**src/rtl/uart_rx_fifo.sv**
```systemverilog
// RX character FIFO for the 16550 path: FWFT head, overrun/error/trigger status.
// Optional character-timeout counter is built when UART_RX_FIFO_TIMEOUT_EN is defined.
module uart_rx_fifo #(
  parameter int DEPTH          = 16,
  parameter int AW             = 4,
  parameter int TIMEOUT_PULSES = 640
) (
  input  logic          clk,
  input  logic          rst,
  input  logic          clr,
  input  logic          push,
  input  logic [7:0]    din,
  input  logic          pe_in,
  input  logic          fe_in,
  input  logic          bi_in,
  input  logic          pop,
  input  logic          baud_pulse,
  input  logic [1:0]    rx_trig,
  input  logic          overrun_clr,
  output logic [7:0]    dout,
  output logic          pe_out,
  output logic          fe_out,
  output logic          bi_out,
  output logic          empty,
  output logic          full,
  output logic [AW:0]   count,
  output logic          overrun,
  output logic          err_in_fifo,
  output logic          trig_hit,
  output logic          timeout
);

  typedef struct packed {
    logic       bi;
    logic       fe;
    logic       pe;
    logic [7:0] data;
  } entry_t;

  entry_t        mem [DEPTH];
  entry_t        head;
  logic [AW-1:0] rp, wp;
  logic [AW:0]   err_cnt;
  logic          do_push, do_pop, ovr_set, in_err, head_err;
  logic [4:0]    lvl;

  assign head     = mem[rp];
  assign dout     = head.data;
  assign pe_out   = head.pe;
  assign fe_out   = head.fe;
  assign bi_out   = head.bi;
  assign empty    = (count == '0);
  assign full     = (count == (AW+1)'(DEPTH));
  assign in_err   = pe_in | fe_in | bi_in;
  assign head_err = head.pe | head.fe | head.bi;

  // A full FIFO still accepts a push when a pop frees the slot in the same cycle.
  assign do_pop  = pop & ~empty;
  assign do_push = push & (~full | do_pop);
  assign ovr_set = push & full & ~pop & ~clr;

  always_comb begin
    lvl = 5'd1;
    case (rx_trig)
      2'b00: lvl = 5'd1;
      2'b01: lvl = 5'd4;
      2'b10: lvl = 5'd8;
      2'b11: lvl = 5'd14;
      default: lvl = 5'd1;
    endcase
  end
  assign trig_hit    = (32'(count) >= 32'(lvl));
  assign err_in_fifo = (err_cnt != '0);

  always_ff @(posedge clk) begin
    if (do_push && !rst && !clr)
      mem[wp] <= '{bi: bi_in, fe: fe_in, pe: pe_in, data: din};
  end

  always_ff @(posedge clk) begin
    if (rst || clr) begin
      rp      <= '0;
      wp      <= '0;
      count   <= '0;
      err_cnt <= '0;
    end else begin
      if (do_push) wp <= wp + 1'b1;
      if (do_pop)  rp <= rp + 1'b1;
      case ({do_push, do_pop})
        2'b10:   count <= count + 1'b1;
        2'b01:   count <= count - 1'b1;
        default: ;
      endcase
      case ({do_push & in_err, do_pop & head_err})
        2'b10:   err_cnt <= err_cnt + 1'b1;
        2'b01:   err_cnt <= err_cnt - 1'b1;
        default: ;
      endcase
    end
  end

  // Set beats a coincident LSR read so a fresh overrun is never lost.
  always_ff @(posedge clk) begin
    if (rst)              overrun <= 1'b0;
    else if (ovr_set)     overrun <= 1'b1;
    else if (overrun_clr) overrun <= 1'b0;
  end

`ifdef UART_RX_FIFO_TIMEOUT_EN
  logic [9:0] idle_cnt;
  logic       to_q;

  always_ff @(posedge clk) begin
    if (rst || clr || do_push || do_pop) begin
      idle_cnt <= '0;
      to_q     <= 1'b0;
    end else if (empty) begin
      idle_cnt <= '0;
    end else if (baud_pulse && idle_cnt != 10'(TIMEOUT_PULSES)) begin
      idle_cnt <= idle_cnt + 1'b1;
      if (idle_cnt == 10'(TIMEOUT_PULSES - 1)) to_q <= 1'b1;
    end
  end
  assign timeout = to_q;
`else
  logic unused_baud;
  assign unused_baud = baud_pulse;
  assign timeout     = 1'b0;
`endif

endmodule

```
**config.mk**
```make
export PLATFORM = sky130hd
export DESIGN_NAME = uart_rx_fifo
export DESIGN_NICKNAME = d
export VERILOG_FILES = /design/src/rtl/uart_rx_fifo.sv
export SDC_FILE = /design/constraint.sdc
export NUM_CORES = 1
export LEC_CHECK = 0
export CAP_MARGIN = 30
export CORE_UTILIZATION = 54
export CTS_CLUSTER_DIAMETER = 30
export CTS_CLUSTER_SIZE = 40
export DETAILED_ROUTE_END_ITERATION = 8
export PLACE_DENSITY_LB_ADDON = 0.2
export SETUP_SLACK_MARGIN = 0.15
export SYNTH_ARGS = -nofsm -noshare
export SYNTH_HDL_FRONTEND = slang
export SYNTH_SLANG_ARGS = --single-unit
export TNS_END_PERCENT = 20
```
**constraint.sdc**
```tcl
create_clock -name clk -period 4 [get_ports clk]
set_input_delay 0.6 -clock clk [delete_from_list [all_inputs] [get_ports clk]]
set_output_delay 0.6 -clock clk [all_outputs]
set_load 0.05 [all_outputs]
```
Word-level counts from Yosys, hierarchy flattened
Memory sizes are Yosys's and may differ from the RTL's. A register that Yosys moved wholly into a read port is not among the register bits.
Index checks and enable logic that the tools add are counted.

word-level totals
  bits in registers = 19
  bits in latches = 0
  bits in writable memories = 176
  bits in read-only memories = 0
  bits of input ports = 20
  output and inout port bits = 22
  logic and storage cells = 57
  memories = 1

memory list
  memory  words  bits a word  read ports  clocked after Yosys merged registers in  write ports  line  source
  mem     16     11           1           1                                        1            40    entry_t mem [DEPTH];

operators by class
  add/subtract/negate cells = 6
  multipliers = 0
  div/mod/pow operators = 0
  magnitude comparators = 1
  equal/unequal tests = 8
  shift-type cells = 0
  mux-type cells = 9
  bitwise gates (word level) = 16
  reduce and logical (&&, ||, !) cells = 11

operators by type and width
  kind                                              number
  one-hot mux 5 bit (2 select lines)                2
  one-hot mux 5 bit (4 select lines)                1
  adder 5 x 1 -> 5 bit, second input constant       2
  subtractor 5 x 1 -> 5 bit, second input constant  2
  adder 4 x 1 -> 4 bit, second input constant       2
  == test 2 bit, second input constant              4
  two-way mux 4 bit                                 2
  bitwise AND 1 bit                                 7
  == test 2 x 1 -> 1 bit, second input constant     3
  nonzero test 2 bit                                3
  == test 5 bit, second input constant              1
  greater-or-equal comparator 5 bit                 1
  zero test 5 bit                                   1
  bitwise OR 1 bit                                  5
  nonzero test 5 bit                                1
  two-way mux 1 bit                                 4
  NOT 1 bit                                         4
  logical AND 1 bit                                 2
  zero test 1 bit                                   2
  zero test 2 bit                                   1
  logical OR 1 bit                                  1

Depth between registers and ports, before layout
Gate-level depths: netlist (run 1).

  word-level depth = 9
  mapped depth = 14
  gate-level depth less buffers = 12

Worst setup path before layout (run 1)
No wires, ideal clock.

  path kind = register to register
  start = reg with a tool-made name
  end = reg err_cnt[4]
  library setup time = 0.071 ns
  arrival time = 3.404 ns
  required time = 3.929 ns
  path slack = 0.526 ns
  stages on the path, launching flop included = 15
  path buffers = 2
  clock period less this slack = 3.474 ns
  cells stage by stage = dfxtp_1 buf_2 clkbuf_1 mux4_2 a22oi_2 nand3_2 nor3_2 nor2_1 ha_1 fa_1 a21o_1 a21oi_1 xor2_1 or3_1 a21oi_1

RTL lines
  what                  line  source
  to (signal assigned)  95    2'b10: err_cnt <= err_cnt + 1'b1;
  to (signal assigned)  96    2'b01: err_cnt <= err_cnt - 1'b1;
  to (decl)             43    logic [AW:0] err_cnt;

==> results of run 1 <==
[power by group through the flow]
stage	Combinational (W)	Clock, W	Sequential, W
finish	0.000241	0.00163	0.00228
global route	0.000261	0.00173	0.00228
CTS	0.000244	0.00165	0.00228
detailed placement	0.000243	0	0.00232
global placement	0.000235	0	0.00232
floorplan	0.000149	0	0.00233
[routing by layer]
layer	wire (microns)	part of all wire	GRT usage	vias up
met5	0	0	0	-
met4	247	0.016	0.07654	0
met3	1058	0.069	0.04569	15
met2	7604	0.50	0.3409	116
met1	6327	0.42	0.2992	2047
li1	-	-	-	1815
[Yosys cell counts (3+ instances only)]
cell	n	share of area
sky130_fd_sc_hd__dfxtp_1	23	0.057
sky130_fd_sc_hd__a21oi_1	11	0.0068
sky130_fd_sc_hd__mux4_2	53	0.15
sky130_fd_sc_hd__nand2_1	13	0.0061
sky130_fd_sc_hd__nor2_1	42	0.020
sky130_fd_sc_hd__nor2b_1	5	0.0039
sky130_fd_sc_hd__buf_1	5	0.0023
sky130_fd_sc_hd__a21o_1	4	0.0037
sky130_fd_sc_hd__xnor2_1	7	0.0076
sky130_fd_sc_hd__edfxtp_1	176	0.66
sky130_fd_sc_hd__ha_1	16	0.025
sky130_fd_sc_hd__buf_4	4	0.0037
sky130_fd_sc_hd__mux2i_1	5	0.0062
sky130_fd_sc_hd__inv_1	11	0.0051
sky130_fd_sc_hd__clkbuf_1	4	0.0019
sky130_fd_sc_hd__o21ai_0	3	0.0019
sky130_fd_sc_hd__xor2_1	6	0.0065
sky130_fd_sc_hd__nand3_1	3	0.0019
[layout make-up]
type,count,area (sq um)
clock buffers,18,429.2
well taps,184,230.2
multi-input cells,199,2182
inverters,11,41.29
flip-flops and latches,199,5748
fillers,1023,5195
repair buffers,62,575.6
clock inverters,14,132.6
[metrics by stage]
stage	area, sq um	power, W	hold slack (ps)	setup slack (ps)
2_1_floorplan	8065	0.002476	458.5	525.6
3_3_place_gp	8777	0.002557	465.1	417.2
3_5_place_dp	8777	0.002566	483.4	381.5
4_1_cts	9339	0.004175	496.2	248.3
5_1_grt	9339	0.004267	522.0	162.7
6_report	9339	0.004149	491.4	282.8
[worst max path at each step]
stage / from / to / depth (start not counted) / slack (ps)
6_report: register / dout[3] / 4 / 280
3_3_place_gp: register / err_cnt[4]$_SDFFE_PP0P_ / 13 / 420
2_1_floorplan: register / err_cnt[4]$_SDFFE_PP0P_ / 14 / 530
4_1_cts: register / dout[3] / 4 / 250
5_1_grt: register / err_cnt[4]$_SDFFE_PP0P_ / 13 / 160
3_5_place_dp: register / err_cnt[4]$_SDFFE_PP0P_ / 13 / 380
[critical path, stage by stage (launching register included)]
cell                              delay, ps
sky130_fd_sc_hd__dfxtp_2                600
sky130_fd_sc_hd__buf_4                  430
sky130_fd_sc_hd__mux4_2                 380
sky130_fd_sc_hd__mux4_2                 530
sky130_fd_sc_hd__clkdlybuf4s50_1        720
[state kept, by name, indices dropped and copies added (netlist names), named ones only]
signal / cells
rp: 4
mem: 176
overrun: 1
wp: 4
err_cnt: 5
count: 5
[cell families (layout without fill, tap and decap cells)]
logic type / after synthesis / after routing / share of synthesized area
DFF: 199 / 199 / 0.7124
and+or+nand+nor: 80 / 80 / 0.04778
muxes: 58 / 58 / 0.1542
AOI/OAI and AO/OA: 29 / 29 / 0.02420
buffers and inverters: 28 / 105 / 0.01706
adders and majority gates: 18 / 18 / 0.02979
xor gates and xnor gates: 13 / 13 / 0.01412
other: 1 / 1 / 0.0004650
==> qor.txt, run 1 <==
TIMING
-------------------------------------------------------------------------------------
Number of failing setup endpoints in the final timing report ...........            0
Share of the clock period used by the worst path after layout ..........       0.9293
Final clock skew .......................................................     9.392 ps
Final sum of negative setup slack ......................................         0 ps
Final Hold Fails .......................................................            0
Final critical path time including I/O delays and setup ................      3717 ps
Setup repair after global routing missed its margin ....................           no
Maximum clock frequency ................................................    269.0 MHz
Final count of pins violating max slew .................................            0
Worst-Margin Slew ......................................................     583.0 ps
Max-slew headroom ......................................................       0.6101

POWER
-------------------------------------------------------------------------------------
Peak supply drop .......................................................    0.2760 mV
Cell Int Power .........................................................   0.003278 W
Leakage power ..........................................................     3.028 nW
Fraction of power consumed by combinational cells ......................        0.058
Switching part of the total power ......................................       0.2100
Switching Power ........................................................  0.0008711 W
Share of power burned in registers .....................................        0.549
Clock share of power ...................................................        0.393
Power density relative to cell area .................................... 444.3 mW/mm^2

CLOCKING
-------------------------------------------------------------------------------------
CTS Buf Count ..........................................................           17
Clock tree from TritonCTS ..............................................         done
CTS Hold Buffers Added .................................................            0
Post-cts sizing count ..................................................            0
Buffers from clock root to sink, at most ...............................            2
Number of sinks handled by clock tree synthesis ........................          199
Number of H-tree levels ................................................            4
Buffer count from post-CTS setup fixing ................................            0
Clk root buf ........................................................... sky130_fd_sc_hd__clkbuf_16
Clock-pin slew on the worst setup and hold paths .......................        60 ps
Clock latency on the worst-skew pair ...................................       430 ps

CRITICAL PATH
-------------------------------------------------------------------------------------
Required time reported for the critical path endpoint ..................      3400 ps
Crit Path Max Fanout ...................................................           24
Worst endpoint data arrival time .......................................      3120 ps
Endpoint type of the worst setup path .................................. primary output
Critical Path Source Type ..............................................     register
FF-to-FF End ........................................................... err_cnt[4]$_SDFFE_PP0P_
Number of cell instances on the worst register-to-register path ........           13
Setup slack of the worst register-to-register path .....................       350 ps
Kind of critical path ..................................................   reg -> out

PLACED DESIGN
-------------------------------------------------------------------------------------
Dpl hpwl ............................................................... 9758 microns
IO Port Bufs ...........................................................           39
Cell Count Post-Placement ..............................................          655
Final Wtd Congestion ...................................................       0.7362

FINISH
-------------------------------------------------------------------------------------
Most frequent cells in the layout ...................................... sky130_fd_sc_hd__edfxtp_1, sky130_fd_sc_hd__mux4_2, sky130_fd_sc_hd__nor2_1, sky130_fd_sc_hd__clkdlybuf4s50_1, sky130_fd_sc_hd__buf_4
Count of non-filler cells in the finished layout .......................          687
Layout cell share with drive strength beyond 1 .........................       0.2286
Final #Nets ............................................................          528
Leading cell type in the layout, fill and taps excluded ................ sky130_fd_sc_hd__edfxtp_1
Area added between synthesis and finish ................................       15.79%
Core Util, Final .......................................................       0.6426
Inserted Diodes ........................................................            0

DIE
-------------------------------------------------------------------------------------
Width of the chip ...................................................... 124.2 microns
Placeable core area .................................................... 0.01453 sq mm
Rows ...................................................................           44
Initial core utilization ...............................................       0.5549
Die boundary height .................................................... 124.2 microns
Floorplan die area ..................................................... 0.01543 sq mm
Top Ports ..............................................................           42

RUN STATUS
-------------------------------------------------------------------------------------
Result of the run ......................................................    completed

DETAILED ROUTING
-------------------------------------------------------------------------------------
DRT Pass-1 Iters .......................................................            4
Aggregate routed wire length ........................................... 15,240 microns
Post-route DRC .........................................................            0
Via count ..............................................................        3,993
ANT nets after route ...................................................            0
Final routed wire length divided by cell count ......................... 22.18 microns
Via density ............................................................        5.812
Count of routing violations after the opening detailed-route iteration .          371

LOGIC SYNTHESIS
-------------------------------------------------------------------------------------
Count of flip-flops with a built-in enable after synthesis .............          176
Flip-flop and latch count after synthesis ..............................          199
Main synth FF type ..................................................... sky130_fd_sc_hd__edfxtp_1
Post-synthesis cell type count .........................................           44
YS warnings ............................................................            0
Cells after synthesis ..................................................          426
Combined area of all synthesized cells ................................. 0.008065 sq mm
Asr flop ratio synth ...................................................            0
Total nets after synthesis .............................................          464
Proportion of synthesized chip area in sequential cells ................       0.7124
Avg Synthesized Cell Area ..............................................  18.93 sq um

RUN
-------------------------------------------------------------------------------------
Number of maximum-capacitance constraint violations ....................            0

GLOBAL ROUTE
-------------------------------------------------------------------------------------
Maximum number of pins on one net before global-route repair ...........           25
Global-route wire length before repair ................................. 24,070 microns
Overall Global Routing Usage ...........................................       0.2156
Number of global-route vias before repair ..............................        4,146
Number of antenna violations at the first check in global routing ......            0
Global-route congestion overflow total .................................            0

MIN PATH
-------------------------------------------------------------------------------------
Worst Hold Depth .......................................................            2
Hold Startpoint ........................................................ overrun$_SDFFE_PP0P_
End point of the worst hold path ....................................... overrun$_SDFFE_PP0P_
Kind of path behind the tightest hold check ............................   reg -> reg

Note: power is estimated with default switching activity, not from simulation.
==> inputs of run 2 (changes only) <==
--- a/config.mk
+++ b/config.mk
@@ -7,10 +7,10 @@
 export LEC_CHECK = 0
 export CAP_MARGIN = 30
 export CORE_UTILIZATION = 54
+export CTS_BUF_LIST = sky130_fd_sc_hd__clkbuf_8
 export CTS_CLUSTER_DIAMETER = 30
-export CTS_CLUSTER_SIZE = 40
 export DETAILED_ROUTE_END_ITERATION = 8
-export PLACE_DENSITY_LB_ADDON = 0.2
+export PLACE_DENSITY = 0.73
 export SETUP_SLACK_MARGIN = 0.15
 export SYNTH_ARGS = -nofsm -noshare
 export SYNTH_HDL_FRONTEND = slang
==> qor.txt, run 2 (synthesis results as in run 1) <==
RUN STATUS
--------------------------------------------------------------------------------------
Result of the run .......................................................    completed   unchanged

DETAILED ROUTING
--------------------------------------------------------------------------------------
Count of routing violations after the opening detailed-route iteration ..          259   was 371
DRT Pass-1 Iters ........................................................            4   unchanged
Via density .............................................................        5.851   was 5.812
Final routed wire length divided by cell count .......................... 21.93 microns   was 22.18 microns
Post-route DRC ..........................................................            0   unchanged
ANT nets after route ....................................................            0   unchanged
Aggregate routed wire length ............................................ 15,130 microns   was 15,240 microns
Via count ...............................................................        4,037   was 3,993

DIE
--------------------------------------------------------------------------------------
Initial core utilization ................................................       0.5549   unchanged
Width of the chip ....................................................... 124.2 microns   unchanged
Placeable core area ..................................................... 0.01453 sq mm   unchanged
Rows ....................................................................           44   unchanged
Floorplan die area ...................................................... 0.01543 sq mm   unchanged
Top Ports ...............................................................           42   unchanged
Die boundary height ..................................................... 124.2 microns   unchanged

TIMING
--------------------------------------------------------------------------------------
Final Hold Fails ........................................................            0   unchanged
Setup repair after global routing missed its margin .....................           no   unchanged
Share of the clock period used by the worst path after layout ...........       0.9003   was 0.9293
Number of failing setup endpoints in the final timing report ............            0   unchanged
Max-slew headroom .......................................................       0.5741   was 0.6101
Hold slack ..............................................................     507.1 ps   was 491.4 ps
Final critical path time including I/O delays and setup .................      3601 ps   was 3717 ps
Maximum clock frequency .................................................    277.7 MHz   was 269.0 MHz
Final clock skew ........................................................     10.69 ps   was 9.392 ps
Final setup margin ......................................................     398.9 ps   was 282.8 ps
Final count of pins violating max slew ..................................            0   unchanged
Worst-Margin Slew .......................................................     637.9 ps   was 583.0 ps
Final sum of negative setup slack .......................................         0 ps   unchanged

PLACED DESIGN
--------------------------------------------------------------------------------------
IO Port Bufs ............................................................           39   unchanged
Dpl hpwl ................................................................ 9606 microns   was 9758 microns
Post-detailed-placement cell area ....................................... 0.008800 sq mm   was 0.008777 sq mm
Cell Count Post-Placement ...............................................          658   was 655
Pre-CTS setup slack .....................................................     380.7 ps   was 381.5 ps
Final Wtd Congestion ....................................................       0.7583   was 0.7362

CRITICAL PATH
--------------------------------------------------------------------------------------
Crit Path Max Fanout ....................................................           16   was 24
Number of cell instances on the worst register-to-register path .........           13   unchanged
Buffers plus inverters on the worst setup path ..........................            3   was 2
Required time reported for the critical path endpoint ...................      3400 ps   about the same
Cells traversed along the worst timing path ............................. buf_4, buf_4, mux4_2, mux4_2, dlygate4sd2_1   was buf_4, mux4_2, mux4_2, clkdlybuf4s50_1
Library cell contributing the largest single delay on the critical path . sky130_fd_sc_hd__mux4_2   was sky130_fd_sc_hd__clkdlybuf4s50_1
Top delay family on crit path ........................................... multiplexers   was buffers and inverters
Kind of critical path ...................................................   reg -> out   unchanged
Critical Path Source Type ...............................................     register   unchanged
Total stage count of the critical path ..................................            5   was 4
Worst endpoint data arrival time ........................................      3000 ps   was 3120 ps
CP peak stage delay .....................................................       560 ps   was 720 ps
Endpoint type of the worst setup path ................................... primary output   unchanged

FINISH
--------------------------------------------------------------------------------------
Most frequent cells in the layout ....................................... sky130_fd_sc_hd__edfxtp_1, sky130_fd_sc_hd__mux4_2, sky130_fd_sc_hd__nor2_1, sky130_fd_sc_hd__clkdlybuf4s50_1, sky130_fd_sc_hd__buf_4   unchanged
Count of non-filler cells in the finished layout ........................          690   was 687
Register with the most flip-flops .......................................          mem   unchanged
Number of flip-flops under the largest register name ....................          176   unchanged
Regs by FF count ........................................................ mem (176), count (5), err_cnt (5)   unchanged
Area added between synthesis and finish .................................       13.62%   was 15.79%
Area of all placed cells without fillers ................................ 0.009164 sq mm   was 0.009339 sq mm
Leading cell type in the layout, fill and taps excluded ................. sky130_fd_sc_hd__edfxtp_1   unchanged
Layout cell share with drive strength beyond 1 ..........................       0.2352   was 0.2286
Final #Nets .............................................................          531   was 528
Inserted Diodes .........................................................            0   unchanged

GLOBAL ROUTE
--------------------------------------------------------------------------------------
Number of global-route vias before repair ...............................        4,170   was 4,146
Overall Global Routing Usage ............................................       0.2117   was 0.2156
Global-route wire length before repair .................................. 23,650 microns   was 24,070 microns
Number of antenna violations at the first check in global routing .......            0   unchanged
Global-route congestion overflow total ..................................            0   unchanged
Maximum number of pins on one net before global-route repair ............           31   was 25

CLOCKING
--------------------------------------------------------------------------------------
Buffer count from post-CTS setup fixing .................................            0   unchanged
Number of sinks handled by clock tree synthesis .........................          199   unchanged
Clock-pin slew on the worst setup and hold paths ........................        90 ps   was 60 ps
CTS Buf Count ...........................................................           17   unchanged
Clk root buf ............................................................ sky130_fd_sc_hd__clkbuf_8   was sky130_fd_sc_hd__clkbuf_16
Clock tree from TritonCTS ...............................................         done   unchanged
Number of H-tree levels .................................................            4   unchanged
CTS Hold Buffers Added ..................................................            0   unchanged
Clock latency on the worst-skew pair ....................................       450 ps   was 430 ps
Buffers from clock root to sink, at most ................................            2   unchanged

RUN
--------------------------------------------------------------------------------------
Number of maximum-capacitance constraint violations .....................            0   unchanged

POWER
--------------------------------------------------------------------------------------
Leakage power ...........................................................     3.002 nW   was 3.028 nW
Power density relative to cell area ..................................... 403.9 mW/mm^2   was 444.3 mW/mm^2
Peak supply drop ........................................................    0.2194 mV   was 0.2760 mV

MIN PATH
--------------------------------------------------------------------------------------
Kind of path behind the tightest hold check .............................   reg -> reg   unchanged
Worst Hold Depth ........................................................            2   unchanged

==> run 2: cell types whose count changed in the layout (fill, tap and decap cells not counted), moves of 7 or more <==
cell	delta
sky130_fd_sc_hd__clkbuf_16	-17
sky130_fd_sc_hd__clkbuf_8	+21
sky130_fd_sc_hd__clkdlybuf4s50_1	-7
sky130_fd_sc_hd__dlygate4sd2_1	+7
==> run 2: worst reg2reg max path, stage by stage, from the launching register on <==
cell                      delay, ps
sky130_fd_sc_hd__dfxtp_4        480
sky130_fd_sc_hd__buf_4          240
sky130_fd_sc_hd__mux4_2         530
sky130_fd_sc_hd__a22oi_2        150
sky130_fd_sc_hd__nand3_2        110
sky130_fd_sc_hd__nor3_2         210
sky130_fd_sc_hd__nor2_1          90
sky130_fd_sc_hd__ha_1           300
sky130_fd_sc_hd__fa_1           420
sky130_fd_sc_hd__a21o_1         170
sky130_fd_sc_hd__a21oi_1        160
sky130_fd_sc_hd__xor2_1          90
sky130_fd_sc_hd__or3_1          320
sky130_fd_sc_hd__a21oi_1        150
==> run 2: per-layer routing <==
metal  track usage  wire (microns)  up-vias
met5             0               0        -
met1        0.2826            6374     2065
met4       0.08009             282        0
met3       0.04397             837       23
li1              -               -     1817
met2        0.3445            7638      132
==> run 2: worst paths after layout <==
check                                             start                 endpoint  slack (ps)
worst min register to register  err_cnt[4]$_SDFFE_PP0P_  err_cnt[4]$_SDFFE_PP0P_         510
worst max register to register                 register  err_cnt[4]$_SDFFE_PP0P_         510
worst min-delay path            err_cnt[4]$_SDFFE_PP0P_  err_cnt[4]$_SDFFE_PP0P_         510
worst max-delay path                           register                  dout[4]         400
==> run 2: layout make-up <==
type	instances	area, sq um
repair buffers	65	589.3
clock inverters	11	81.33
well taps	184	230.2
fillers	1038	5370
flip-flops and latches	199	5751
inverters	11	41.29
clock buffers	21	289.0
multi-input cells	199	2182
==> run 2: power breakdown <==
part / switching (W) / internal, W / total, W
Clock: 0.000638 / 0.000549 / 0.00119
Combinational: 0.000140 / 0.0000982 / 0.000238
Sequential: 0.0000108 / 0.00226 / 0.00228
==> run 2: timing repair <==
action / CTS / global route
resized for setup: 7 / 1
endpoints found under the setup margin: 7 / 4
gates cloned: 0 / 0
==> run 2: per-stage QoR <==
step,utilization,total power [W]
after floorplan,-,0.002476
after global placement,0.6055,0.002560
after detailed placement,0.6055,0.002567
after CTS,0.6303,0.003729
after global routing,0.6305,0.003827
final,0.6305,0.003701
